## src/rtl/mem_port_arbiter_if.sv

```systemverilog
`default_nettype none
// ============================================================================
//  Module      : mem_port_arbiter_if
//  Description : Bundle of the fetch request port, the data-memory request
//                port and the single-port memory macro port that meet at
//                mem_port_arbiter.
//                slave  : the arbiter's view (takes requests, drives memory).
//                master : the requesters' and memory's view.
//  Signals     : if_req/if_addr/if_gnt/if_rvalid/if_stall   fetch side
//                dm_req/dm_we/dm_addr/dm_wdata/dm_gnt/dm_rvalid  data side
//                rdata                                         shared read data
//                mem_en/mem_we/mem_addr/mem_wdata/mem_rdata    memory macro
//  Revision    : 1.0 - initial release
// ============================================================================
interface mem_port_arbiter_if #(
  parameter int XLEN = 64
);
  logic            if_req;
  logic [XLEN-1:0] if_addr;
  logic            if_gnt;
  logic            if_rvalid;
  logic            if_stall;

  logic            dm_req;
  logic            dm_we;
  logic [XLEN-1:0] dm_addr;
  logic [XLEN-1:0] dm_wdata;
  logic            dm_gnt;
  logic            dm_rvalid;

  logic [XLEN-1:0] rdata;

  logic            mem_en;
  logic            mem_we;
  logic [XLEN-1:0] mem_addr;
  logic [XLEN-1:0] mem_wdata;
  logic [XLEN-1:0] mem_rdata;

  modport slave (
    input  if_req, if_addr, dm_req, dm_we, dm_addr, dm_wdata, mem_rdata,
    output if_gnt, if_rvalid, if_stall, dm_gnt, dm_rvalid, rdata,
           mem_en, mem_we, mem_addr, mem_wdata
  );

  modport master (
    output if_req, if_addr, dm_req, dm_we, dm_addr, dm_wdata, mem_rdata,
    input  if_gnt, if_rvalid, if_stall, dm_gnt, dm_rvalid, rdata,
           mem_en, mem_we, mem_addr, mem_wdata
  );
endinterface
`default_nettype wire

```

## src/rtl/mem_port_arbiter.sv

```systemverilog
`default_nettype none
// ============================================================================
//  Module      : mem_port_arbiter
//  Description : Shares one single-port memory between instruction fetch (IF)
//                and the load/store path (DM). At most one access is issued
//                per cycle; every read in flight carries an owner tag so the
//                returned data is steered to the right requester
//                MEM_LATENCY+1 cycles after its grant.
//  Parameters  : XLEN         data/address width
//                MEM_LATENCY  cycles from mem_en to mem_rdata valid (1..4)
//                STARVE_LIMIT consecutive IF losses before IF is forced to win
//  Ports       : clk  rising-edge clock
//                rst  synchronous active-high reset
//                bus  mem_port_arbiter_if.slave (requests, grants, read
//                     return, fetch stall, memory macro signals)
//  Revision    : 1.0 - initial release
// ============================================================================
module mem_port_arbiter #(
  parameter int XLEN         = 64,
  parameter int MEM_LATENCY  = 1,
  parameter int STARVE_LIMIT = 4
) (
  input wire                clk,
  input wire                rst,
  mem_port_arbiter_if.slave bus
);

  localparam int                 c_CNT_W = $clog2(STARVE_LIMIT + 1);
  localparam logic [c_CNT_W-1:0] c_CNT_MAX = c_CNT_W'(STARVE_LIMIT);

  localparam logic [0:0] c_ST_NORMAL     = 1'b0;
  localparam logic [0:0] c_ST_FETCH_PRIO = 1'b1;

  logic [0:0]             r_state;
  logic [0:0]             w_state_nxt;
  logic [c_CNT_W-1:0]     r_starve_cnt;
  logic [c_CNT_W-1:0]     w_starve_cnt_nxt;
  logic                   w_if_gnt;
  logic                   w_dm_gnt;

  logic [MEM_LATENCY-1:0] r_tag_vld;
  logic [MEM_LATENCY-1:0] r_tag_own;   // 1 = IF owns the read, 0 = DM
  logic                   r_if_rvalid;
  logic                   r_dm_rvalid;
  logic [XLEN-1:0]        r_rdata;

  // --------------------------------------------------------------------------
  // FSM: state register
  // --------------------------------------------------------------------------
  always_ff @(posedge clk) begin
    if (rst) begin
      r_state <= c_ST_NORMAL;
    end else begin
      r_state <= w_state_nxt;
    end
  end

  // --------------------------------------------------------------------------
  // FSM: next state. Fetch takes priority once it has lost STARVE_LIMIT
  // arbitrations in a row, and gives it back right after its first win.
  // --------------------------------------------------------------------------
  always_comb begin
    w_state_nxt = r_state;
    case (r_state)
      c_ST_NORMAL: begin
        if (w_starve_cnt_nxt == c_CNT_MAX) begin
          w_state_nxt = c_ST_FETCH_PRIO;
        end
      end
      c_ST_FETCH_PRIO: begin
        if (w_if_gnt) begin
          w_state_nxt = c_ST_NORMAL;
        end
      end
      default: w_state_nxt = c_ST_NORMAL;
    endcase
  end

  // --------------------------------------------------------------------------
  // FSM: outputs (grants). Grants are held low during reset so nothing
  // reaches the memory while the pipeline is being cleared.
  // --------------------------------------------------------------------------
  always_comb begin
    w_if_gnt = 1'b0;
    w_dm_gnt = 1'b0;
    if (!rst) begin
      if (r_state == c_ST_FETCH_PRIO) begin
        if (bus.if_req) begin
          w_if_gnt = 1'b1;
        end else if (bus.dm_req) begin
          w_dm_gnt = 1'b1;
        end
      end else begin
        if (bus.dm_req) begin
          w_dm_gnt = 1'b1;
        end else if (bus.if_req) begin
          w_if_gnt = 1'b1;
        end
      end
    end
  end

  // --------------------------------------------------------------------------
  // Starvation counter: counts consecutive cycles where fetch waits behind a
  // data access; saturates at STARVE_LIMIT.
  // --------------------------------------------------------------------------
  always_comb begin
    w_starve_cnt_nxt = r_starve_cnt;
    if (!bus.if_req || w_if_gnt) begin
      w_starve_cnt_nxt = '0;
    end else if (w_dm_gnt && (r_starve_cnt != c_CNT_MAX)) begin
      w_starve_cnt_nxt = r_starve_cnt + 1'b1;
    end
  end

  always_ff @(posedge clk) begin
    if (rst) begin
      r_starve_cnt <= '0;
    end else begin
      r_starve_cnt <= w_starve_cnt_nxt;
    end
  end

  // --------------------------------------------------------------------------
  // Owner tag pipeline, one stage per cycle of memory latency. Stores enter
  // invalid so they never produce a read response.
  // --------------------------------------------------------------------------
  always_ff @(posedge clk) begin
    if (rst) begin
      r_tag_vld <= '0;
      r_tag_own <= '0;
    end else begin
      r_tag_vld[0] <= w_if_gnt | (w_dm_gnt & ~bus.dm_we);
      r_tag_own[0] <= w_if_gnt;
      for (int i = 1; i < MEM_LATENCY; i++) begin
        r_tag_vld[i] <= r_tag_vld[i-1];
        r_tag_own[i] <= r_tag_own[i-1];
      end
    end
  end

  // --------------------------------------------------------------------------
  // Read return: capture memory data when the oldest tag is valid; rdata
  // keeps its last value otherwise.
  // --------------------------------------------------------------------------
  always_ff @(posedge clk) begin
    if (rst) begin
      r_if_rvalid <= 1'b0;
      r_dm_rvalid <= 1'b0;
      r_rdata     <= '0;
    end else begin
      r_if_rvalid <= r_tag_vld[MEM_LATENCY-1] &  r_tag_own[MEM_LATENCY-1];
      r_dm_rvalid <= r_tag_vld[MEM_LATENCY-1] & ~r_tag_own[MEM_LATENCY-1];
      if (r_tag_vld[MEM_LATENCY-1]) begin
        r_rdata <= bus.mem_rdata;
      end
    end
  end

  // --------------------------------------------------------------------------
  // Output drive
  // --------------------------------------------------------------------------
  assign bus.if_gnt    = w_if_gnt;
  assign bus.dm_gnt    = w_dm_gnt;
  assign bus.if_stall  = ~rst & bus.if_req & ~w_if_gnt;
  assign bus.mem_en    = w_if_gnt | w_dm_gnt;
  assign bus.mem_we    = w_dm_gnt & bus.dm_we;
  assign bus.mem_addr  = w_if_gnt ? bus.if_addr :
                         (w_dm_gnt ? bus.dm_addr : '0);
  assign bus.mem_wdata = w_dm_gnt ? bus.dm_wdata : '0;
  assign bus.if_rvalid = r_if_rvalid;
  assign bus.dm_rvalid = r_dm_rvalid;
  assign bus.rdata     = r_rdata;

endmodule
`default_nettype wire

```

## src/flat_wrapper.sv

```systemverilog
// flat-port wrapper written by rule: the top's interface ports become plain ports
module mem_port_arbiter_flat 
#(
  parameter int XLEN         = 64,
  parameter int MEM_LATENCY  = 1,
  parameter int STARVE_LIMIT = 4
)
  (clk, rst, bus_if_req, bus_if_addr, bus_dm_req, bus_dm_we, bus_dm_addr, bus_dm_wdata, bus_mem_rdata, bus_if_gnt, bus_if_rvalid, bus_if_stall, bus_dm_gnt, bus_dm_rvalid, bus_rdata, bus_mem_en, bus_mem_we, bus_mem_addr, bus_mem_wdata);
  mem_port_arbiter_if #(.XLEN(XLEN)) bus_i ();
  input wire clk;
  input wire rst;
  input wire logic [$bits(bus_i.if_req)-1:0] bus_if_req;
  input wire logic [$bits(bus_i.if_addr)-1:0] bus_if_addr;
  input wire logic [$bits(bus_i.dm_req)-1:0] bus_dm_req;
  input wire logic [$bits(bus_i.dm_we)-1:0] bus_dm_we;
  input wire logic [$bits(bus_i.dm_addr)-1:0] bus_dm_addr;
  input wire logic [$bits(bus_i.dm_wdata)-1:0] bus_dm_wdata;
  input wire logic [$bits(bus_i.mem_rdata)-1:0] bus_mem_rdata;
  output wire logic [$bits(bus_i.if_gnt)-1:0] bus_if_gnt;
  output wire logic [$bits(bus_i.if_rvalid)-1:0] bus_if_rvalid;
  output wire logic [$bits(bus_i.if_stall)-1:0] bus_if_stall;
  output wire logic [$bits(bus_i.dm_gnt)-1:0] bus_dm_gnt;
  output wire logic [$bits(bus_i.dm_rvalid)-1:0] bus_dm_rvalid;
  output wire logic [$bits(bus_i.rdata)-1:0] bus_rdata;
  output wire logic [$bits(bus_i.mem_en)-1:0] bus_mem_en;
  output wire logic [$bits(bus_i.mem_we)-1:0] bus_mem_we;
  output wire logic [$bits(bus_i.mem_addr)-1:0] bus_mem_addr;
  output wire logic [$bits(bus_i.mem_wdata)-1:0] bus_mem_wdata;
  assign bus_i.if_req = bus_if_req;
  assign bus_i.if_addr = bus_if_addr;
  assign bus_i.dm_req = bus_dm_req;
  assign bus_i.dm_we = bus_dm_we;
  assign bus_i.dm_addr = bus_dm_addr;
  assign bus_i.dm_wdata = bus_dm_wdata;
  assign bus_i.mem_rdata = bus_mem_rdata;
  assign bus_if_gnt = bus_i.if_gnt;
  assign bus_if_rvalid = bus_i.if_rvalid;
  assign bus_if_stall = bus_i.if_stall;
  assign bus_dm_gnt = bus_i.dm_gnt;
  assign bus_dm_rvalid = bus_i.dm_rvalid;
  assign bus_rdata = bus_i.rdata;
  assign bus_mem_en = bus_i.mem_en;
  assign bus_mem_we = bus_i.mem_we;
  assign bus_mem_addr = bus_i.mem_addr;
  assign bus_mem_wdata = bus_i.mem_wdata;
  mem_port_arbiter #(.XLEN(XLEN), .MEM_LATENCY(MEM_LATENCY), .STARVE_LIMIT(STARVE_LIMIT)) u_core (.clk(clk), .rst(rst), .bus(bus_i));
endmodule
```

## config.mk

```make
export PLATFORM = sky130hd
export DESIGN_NAME = mem_port_arbiter_flat
export DESIGN_NICKNAME = d
export VERILOG_FILES = /design/src/rtl/mem_port_arbiter_if.sv /design/src/rtl/mem_port_arbiter.sv /design/src/flat_wrapper.sv
export SDC_FILE = /design/constraint.sdc
export NUM_CORES = 1
export LEC_CHECK = 0
export ABC_AREA = 1
export BUFFER_PORTS_ARGS = -buffer_cell sky130_fd_sc_hd__buf_2
export CAP_MARGIN = 20
export CORE_AREA = 3 3 179 181
export DETAILED_ROUTE_END_ITERATION = 8
export DIE_AREA = 0 0 182 184
export PLACE_DENSITY = 0.47
export SLEW_MARGIN = 15
export SYNTH_ARGS = -nofsm -noshare
export SYNTH_HDL_FRONTEND = slang
export SYNTH_SLANG_ARGS = --single-unit
```

## constraint.sdc

```tcl
create_clock -name clk -period 2.8 [get_ports clk]
set_input_delay 0.56 -clock clk [delete_from_list [all_inputs] [get_ports clk]]
set_output_delay 0.56 -clock clk [all_outputs]
set_load 0.02 [all_outputs]
```

# After elaboration in Yosys (flattened, before gate mapping)
# Index checks and enable logic that the tools add are counted.
# op_classes
multipliers	0
muxes	16
magnitude_cmp	0
n_addsub	1
bitwise_logic	13
eq_ne	2
div	0
shift	0
n_reduce_logical	3
# ops
cell	count
64-bit two-way mux	3
1-bit two-way mux	10
1-bit bitwise AND	6
3-bit two-way mux	2
1-bit inverter	5
3-bit by 1-bit adder with 3-bit output (second input constant)	1
3-bit equality test (second input constant)	1
3-bit inequality test (second input constant)	1
1-bit bitwise OR	2
1-bit one-hot mux with 2 select lines	1
1-bit logical AND	1
1-bit logical NOT	1
1-bit logical OR	1
# word_totals
rom_bits	0
n_memories	0
out_inout_bits	199
register_bits	72
inputBits	261
latchBits	0
mem_bits_rw	0

# Longest topological paths before layout
# Gate-level depths: netlist of run 1.
# logic_depth
word_depth	10
ltp_mapped	9
ltp_nobuf	9

# Worst setup path after synthesis of run 1
# OpenSTA, ideal clock, no wires.
# synth_timing
path_type	in2out
startpoint	input port bus_dm_req
endpoint	output port bus_mem_wdata[54]
n_path_buf	2
path_stages	6
path_slack_ns	0.833
t_arrival_ns	1.407
path_cell_list	inv_1 nor2_4 nand2_2 buf_2 buf_2 nor2_1
# synth_between
elab_chain_len	5
# synth_rtl
element	line_no	rtl
start: declaration	flat_wrapper.sv:14	input wire logic [$bits(bus_i.dm_req)-1:0] bus_dm_req;
1-bit two-way mux (*)	mem_port_arbiter.sv:90, mem_port_arbiter.sv:94	
1-bit two-way mux	mem_port_arbiter.sv:88	if (bus.if_req) begin
1-bit two-way mux (*)	mem_port_arbiter.sv:87	if (r_state == c_ST_FETCH_PRIO) begin
1-bit two-way mux (*)	mem_port_arbiter.sv:86	if (!rst) begin
64-bit two-way mux (*)	mem_port_arbiter.sv:170	assign bus.mem_wdata = w_dm_gnt ? bus.dm_wdata : '0;
end: declaration	flat_wrapper.sv:28	output wire logic [$bits(bus_i.mem_wdata)-1:0] bus_mem_wdata;
# Every way passes the cells marked *; elsewhere a longest branch is shown, timed or not.

# Worst setup path after layout of run 1
# layout_timing
startpoint	input port rst
endpoint	output port bus_mem_addr[63]
# layout_between
elab_chain_len	3
# layout_rtl
element	line_no	rtl
start: declaration	flat_wrapper.sv:11	input wire rst;
1-bit two-way mux	mem_port_arbiter.sv:86	
64-bit two-way mux	mem_port_arbiter.sv:169	(w_dm_gnt ? bus.dm_addr : '0);
64-bit two-way mux (*)	mem_port_arbiter.sv:168	assign bus.mem_addr = w_if_gnt ? bus.if_addr :
end: declaration	flat_wrapper.sv:27	output wire logic [$bits(bus_i.mem_addr)-1:0] bus_mem_addr;
# Marked as above.

==> flow_metrics.env, run 1 <==
export IMPL_cts_sinks=72
export IMPL_hold_path_end="u_core.bus.dm_rvalid"
export IMPL_gp_congestion=0.710
export IMPL_tightestPinTransition_ns=0.652
export IMPL_r2r_cells=7
export IMPL_ctsResizeCount=0
export IMPL_finClkSkew_ns=0.00635
export IMPL_fmax_mhz=422
export IMPL_setup_violations=0
export IMPL_syn2layout_area_growth_pct=77.7
export IMPL_ioPinCount=460
export IMPL_yosysWarningCount=0
export IMPL_async_flop_share_pct=0
export IMPL_vias_per_cell=3.67
export IMPL_crit_chain="buf_2 > nor2_2 > nand2_2 > inv_2 > buf_12 > a22o_1 > buf_2"
export IMPL_worstPathArrival_ns=1.81
export IMPL_insertion_delay_ns=0.33
export IMPL_io_buffers=459
export IMPL_grt_pass1_vias=4838
export IMPL_cpLargestDelayFamily="buffers and inverters"
export IMPL_slew_headroom_pct=56.5
export IMPL_reg2reg_slack_ns=1.36
export IMPL_r2r_end="u_core.r_state"
export IMPL_p_leak_nw=4.05
export IMPL_grt_use_total_pct=10.8
export IMPL_status="finished, final reports clean"
export IMPL_drt_pass1_iterations=4
export IMPL_setup_tns_ns=0
export IMPL_synth_fp_nets=810
export IMPL_crit_path_max_incr_delay_ns=0.26
export IMPL_root_buffer="clkbuf_16"
export IMPL_core_um2=30600
export IMPL_startpoint="rst"
export IMPL_synth_edf_count=0
export IMPL_drc=0
export IMPL_critPathRequiredTime_ns=2.24
export IMPL_ys_seq_area_share_pct=38.1
export IMPL_die_y_um=184
export IMPL_start_util_pct=12.4
export IMPL_cp_common_cell="buf_2"
export IMPL_holdPathStages=1
export IMPL_final_common_cell="buf_2"
export IMPL_postCtsSetupRepairBufs=0
export IMPL_max_cap_violations=0
export IMPL_antenna_left=0
export IMPL_drive_gt1_share_pct=49.7
export IMPL_r2r_start="u_core.r_starve_cnt[0]"
export IMPL_cts_inserted_buffers=9
export IMPL_nets=1247
export IMPL_startpoint_type="input pin"
export IMPL_ys_types=20
export IMPL_synth_area_um2=3790
export IMPL_power_density_nw_per_um2=475
export IMPL_min_period_ns=2.37
export IMPL_gr_total_overflow=0
export IMPL_syn_area_per_cell_um2=6.92
export IMPL_cp_end_kind="output port"
export IMPL_hold_buffers=0
export IMPL_die_area_um2=33500
export IMPL_cts_tree="built"
export IMPL_path_class="in2out"
export IMPL_drt_initial_drc_count=216
export IMPL_cp_slowest_cell="buf_12"
export IMPL_die_x_um=182
export IMPL_grt_pass1_wl_um=28200
export IMPL_cts_buffer_depth=2
export IMPL_whs_ns=0.425
export IMPL_ys_seq_elements=72
export IMPL_vias=5114
export IMPL_rsz0062_at_grt="false"
export IMPL_rows=64
export IMPL_antenna_found_initial=10
export IMPL_routed_wl_um=20100
export IMPL_dp_hpwl_um=16000
export IMPL_min_path_type="reg2reg"
export IMPL_hp_start="u_core.r_tag_own"
export IMPL_path_clk_slew_ns=0.06
export IMPL_wl_per_cell_um=14.5
export IMPL_yosys_most_used_dff="dfxtp_1"
export IMPL_htree_levels=3
export IMPL_netlist_instances=547
export IMPL_critical_path_n_buffers_inverters=4
export IMPL_peakVddDrop_v=0.000219
export IMPL_final_hold_viol_count=0
export IMPL_final_cell_mix="buf_2, nor2_1, inv_1, dfxtp_1, o21ai_0"
export IMPL_grt_max_degree=66
export IMPL_period_share_pct=84.7
export IMPL_slew_viol_final=0
export IMPL_cp_max_fo=57
-- layer usage --
layer  wire length, µm  global-route usage [%]
met1              7720                    12.3
met2              9810                    18.1
met3              1740                    3.30
met4               849                    5.88
met5                 0                       0
-- flip-flops by register name, summed over array words and instances (netlist names) --
register	count
u_core.r_tag_own	1
u_core.r_starve_cnt	3
u_core.bus.if_rvalid	1
u_core.bus.rdata	64
u_core.r_tag_vld	1
u_core.bus.dm_rvalid	1
u_core.r_state	1
-- metrics by stage --
step	total power (W)	cell area (µm²)	worst slack, ns	util (%)	std cells
2_1_floorplan	0.00164	3790	0.833	-	547
3_3_place_gp	0.00206	6420	0.481	21.0	1369
3_5_place_dp	0.00206	6420	0.426	21.0	1369
4_1_cts	0.00327	6710	0.428	21.9	1384
5_1_grt	0.00339	6730	0.304	22.0	1392
6_report	0.00320	6730	0.429	22.0	1392
-- worst max-delay path by stage --
stage,end,slack [ns],cells past startpoint
2_1_floorplan,bus_mem_wdata[54],0.83,6
3_3_place_gp,bus_mem_addr[53],0.48,7
3_5_place_dp,bus_mem_addr[53],0.43,7
4_1_cts,bus_mem_addr[53],0.43,7
5_1_grt,bus_mem_addr[54],0.30,7
6_report,bus_mem_addr[63],0.43,7
-- synthesized netlist by cell type (3+ instances only) --
master | number | area share [%]
buf_6 | 12 | 3.6
clkbuf_1 | 17 | 1.7
dfxtp_1 | 72 | 38
nand3_1 | 3 | 0.40
nand2_1 | 12 | 1.2
o21ai_0 | 66 | 8.7
inv_1 | 77 | 7.6
nor2_1 | 197 | 20
a22o_1 | 64 | 15
buf_2 | 12 | 1.6
-- kinds of logic (layout without fill, tap and decap cells) --
| group | Yosys count | count (layout) | synth area share (%) |
|---|---|---|---|
| compound gates | 132 | 132 | 23.8 |
| xor+xnor | 1 | 1 | 0.231 |
| fa+ha+maj | 2 | 2 | 0.661 |
| buf+inv | 121 | 562 | 14.9 |
| flops | 72 | 72 | 38.1 |
| other cells | 0 | 8 | 0 |
| simple gates | 219 | 219 | 22.4 |
-- worst register-to-register path, cell delays in order, from the launching register on --
cell and delay [ns]:
dfxtp_1 0.36, inv_1 0.07, ha_1 0.19, nand2_1 0.10, nand3_1 0.15, o21ai_0 0.26, nand3_1 0.12, a21oi_1 0.12
-- area by class of cell --
cell class / instances / area (µm²)
antenna: 8 / 20.0
multi-input combinational: 354 / 1780
clock inverter: 5 / 58.8
timing repair buffer: 468 / 2400
inverter: 79 / 297
sequential: 72 / 1440
tap: 396 / 495
clock buffer: 10 / 229
fill: 3496 / 23900
-- where the power goes --
group | switching [W] | internal, W | total [W]
Sequential | 0.0000332 | 0.00110 | 0.00114
Clock | 0.000482 | 0.000686 | 0.00117
Combinational | 0.000541 | 0.000350 | 0.000891
Note: power is estimated with default switching activity, not from simulation.
==> run 2, diff against run 1 <==
--- a/config.mk
+++ b/config.mk
@@ -8,10 +8,10 @@
 export ABC_AREA = 1
 export BUFFER_PORTS_ARGS = -buffer_cell sky130_fd_sc_hd__buf_2
 export CAP_MARGIN = 20
-export CORE_AREA = 3 3 179 181
+export CORE_AREA = 3 3 180 182
 export DETAILED_ROUTE_END_ITERATION = 8
-export DIE_AREA = 0 0 182 184
-export PLACE_DENSITY = 0.47
+export DIE_AREA = 0 0 183 185
+export PLACE_DENSITY = 0.48
 export SLEW_MARGIN = 15
 export SYNTH_ARGS = -nofsm -noshare
 export SYNTH_HDL_FRONTEND = slang
==> constraint.sdc (replaced) <==
create_clock -name clk -period 2.1 [get_ports clk]
set_input_delay 0.42 -clock clk [delete_from_list [all_inputs] [get_ports clk]]
set_output_delay 0.42 -clock clk [all_outputs]
set_load 0.02 [all_outputs]
==> run 2 against run 1 <==
Effect of this change:
- critical path depth is the same
- sequential cell count is the same
- largest power group unchanged
- power grew 38%
- register-to-register slack lost 0.73 ns
- hold slack lost 0.14 ns
- sequential power grew 33%
- combinational power grew 35%
- clock skew grew 0.0032 ns
- non-clock buffer count grew 3
- count of clock-buffer cells in the layout is the same
- core utilization grew 0.13 points
- critical endpoint is now bus_mem_addr[22]
==> flow_metrics.env, run 2 (synthesis gave the netlist of run 1 again) <==
export IMPL_drt_initial_drc_count=175
export IMPL_drc=0
export IMPL_setup_ws_ns=0.148
export IMPL_routed_wl_um=19800
export IMPL_cp_max_fo=41
export IMPL_die_area_um2=33900
export IMPL_power_w=0.00441
export IMPL_setup_violations=0
export IMPL_path_class="reg2out"
export IMPL_place_area_um2=6480
export IMPL_min_path_type="in2reg"
export IMPL_gr_total_overflow=0
export IMPL_grt_use_total_pct=10.4
export IMPL_drive_gt1_share_pct=49.8
export IMPL_cts_sinks=72
export IMPL_wl_per_cell_um=14.2
export IMPL_grt_pass1_wl_um=27300
export IMPL_hold_buffers=0
export IMPL_crit_chain="inv_1 > nand2_1 > nand2_2 > inv_2 > buf_12 > a22o_1 > buf_2"
export IMPL_cp_slowest_cell="dfxtp_1"
export IMPL_peakVddDrop_v=0.000292
export IMPL_rows=64
export IMPL_antenna_found_initial=3
export IMPL_gp_congestion=0.729
export IMPL_critical_path_n_buffers_inverters=4
export IMPL_worstPathArrival_ns=1.53
export IMPL_path_clk_slew_ns=0.06
export IMPL_cts_inserted_buffers=9
export IMPL_io_buffers=459
export IMPL_p_leak_nw=4.10
export IMPL_slew_viol_final=0
export IMPL_final_common_cell="buf_2"
export IMPL_vias_per_cell=3.69
export IMPL_final_hold_viol_count=0
export IMPL_cpLargestDelayFamily="buffers and inverters"
export IMPL_vias=5119
export IMPL_final_cell_mix="buf_2, nor2_1, inv_1, dfxtp_1, o21ai_0"
export IMPL_ctsResizeCount=0
export IMPL_root_buffer="clkbuf_16"
export IMPL_min_period_ns=1.95
export IMPL_drt_pass1_iterations=4
export IMPL_grt_pass1_vias=4791
export IMPL_htree_levels=3
export IMPL_slew_headroom_pct=62.5
export IMPL_status="finished, final reports clean"
export IMPL_core_um2=30700
export IMPL_crit_path_max_incr_delay_ns=0.33
export IMPL_postCtsSetupRepairBufs=0
export IMPL_grt_max_degree=66
export IMPL_fin_area_um2=6800
export IMPL_setup_tns_ns=0
export IMPL_cp_end_kind="output port"
export IMPL_max_cap_violations=0
export IMPL_insertion_delay_ns=0.34
export IMPL_cts_tree="built"
export IMPL_fillers=3495
export IMPL_startpoint_type="flop"
export IMPL_antenna_left=0
export IMPL_rsz0062_at_grt="false"
export IMPL_die_x_um=183
export IMPL_fmax_mhz=512
export IMPL_nets=1250
export IMPL_tightestPinTransition_ns=0.562
export IMPL_power_density_nw_per_um2=648
export IMPL_period_share_pct=93.0
export IMPL_die_y_um=185
export IMPL_largest_reg_flops=64
export IMPL_syn2layout_area_growth_pct=79.7
export IMPL_ioPinCount=460
export IMPL_finClkSkew_ns=0.00951
export IMPL_start_util_pct=12.3
export IMPL_cts_buffer_depth=2
export IMPL_dp_hpwl_um=15800
export IMPL_critPathRequiredTime_ns=1.68
export IMPL_pre_cts_ws_ns=0.164
==> run 2: power breakdown <==
group | total [W] | switching (W) | internal (W)
logic | 0.00120 | 0.000724 | 0.000477
clock network | 0.00169 | 0.000643 | 0.00105
registers | 0.00152 | 0.0000453 | 0.00147
==> run 2: final cells by class <==
class                           count  area (µm²)  area share (%)
Clock inverter                      6        92.6            1.36
Tap cell                          396         495            7.28
Timing Repair Buffer              471        2460            36.2
Sequential cell                    72        1440            21.2
Inverter                           79         297            4.36
Multi-Input combinational cell    354        1780            26.2
Antenna cell                        1        2.50          0.0368
Clock buffer                       10         229            3.37
==> run 2: stage by stage <==
| stage | utilization, % | hold slack [ns] | std cells |
|---|---|---|---|
| floorplan | - | 0.398 | 547 |
| global placement | 21.1 | 0.437 | 1372 |
| detailed placement | 21.1 | 0.444 | 1372 |
| CTS | 22.1 | 0.264 | 1388 |
| global route | 22.1 | 0.273 | 1388 |
| finish | 22.1 | 0.282 | 1389 |
==> run 2: per-layer routing <==
metal / vias to the layer above / part of all wire [%] / track usage, %
li1: 2618 / - / -
met1: 2245 / 42 / 13.1
met2: 238 / 49 / 17.5
met3: 18 / 8.4 / 3.48
met4: 0 / 0.96 / 2.13
met5: - / 0 / 0
==> run 2: path summary, 6_finish.rpt <==
check | slack [ns] | to | start | cells after the start
setup / recovery | 0.15 | bus_mem_addr[22] | u_core.r_state | 7
hold / removal | 0.28 | u_core.r_tag_vld | bus_dm_we | 2
setup reg to reg | 0.63 | u_core.r_state | u_core.r_starve_cnt[0] | 7
hold reg to reg | 0.45 | u_core.bus.if_rvalid | u_core.r_tag_own | 2
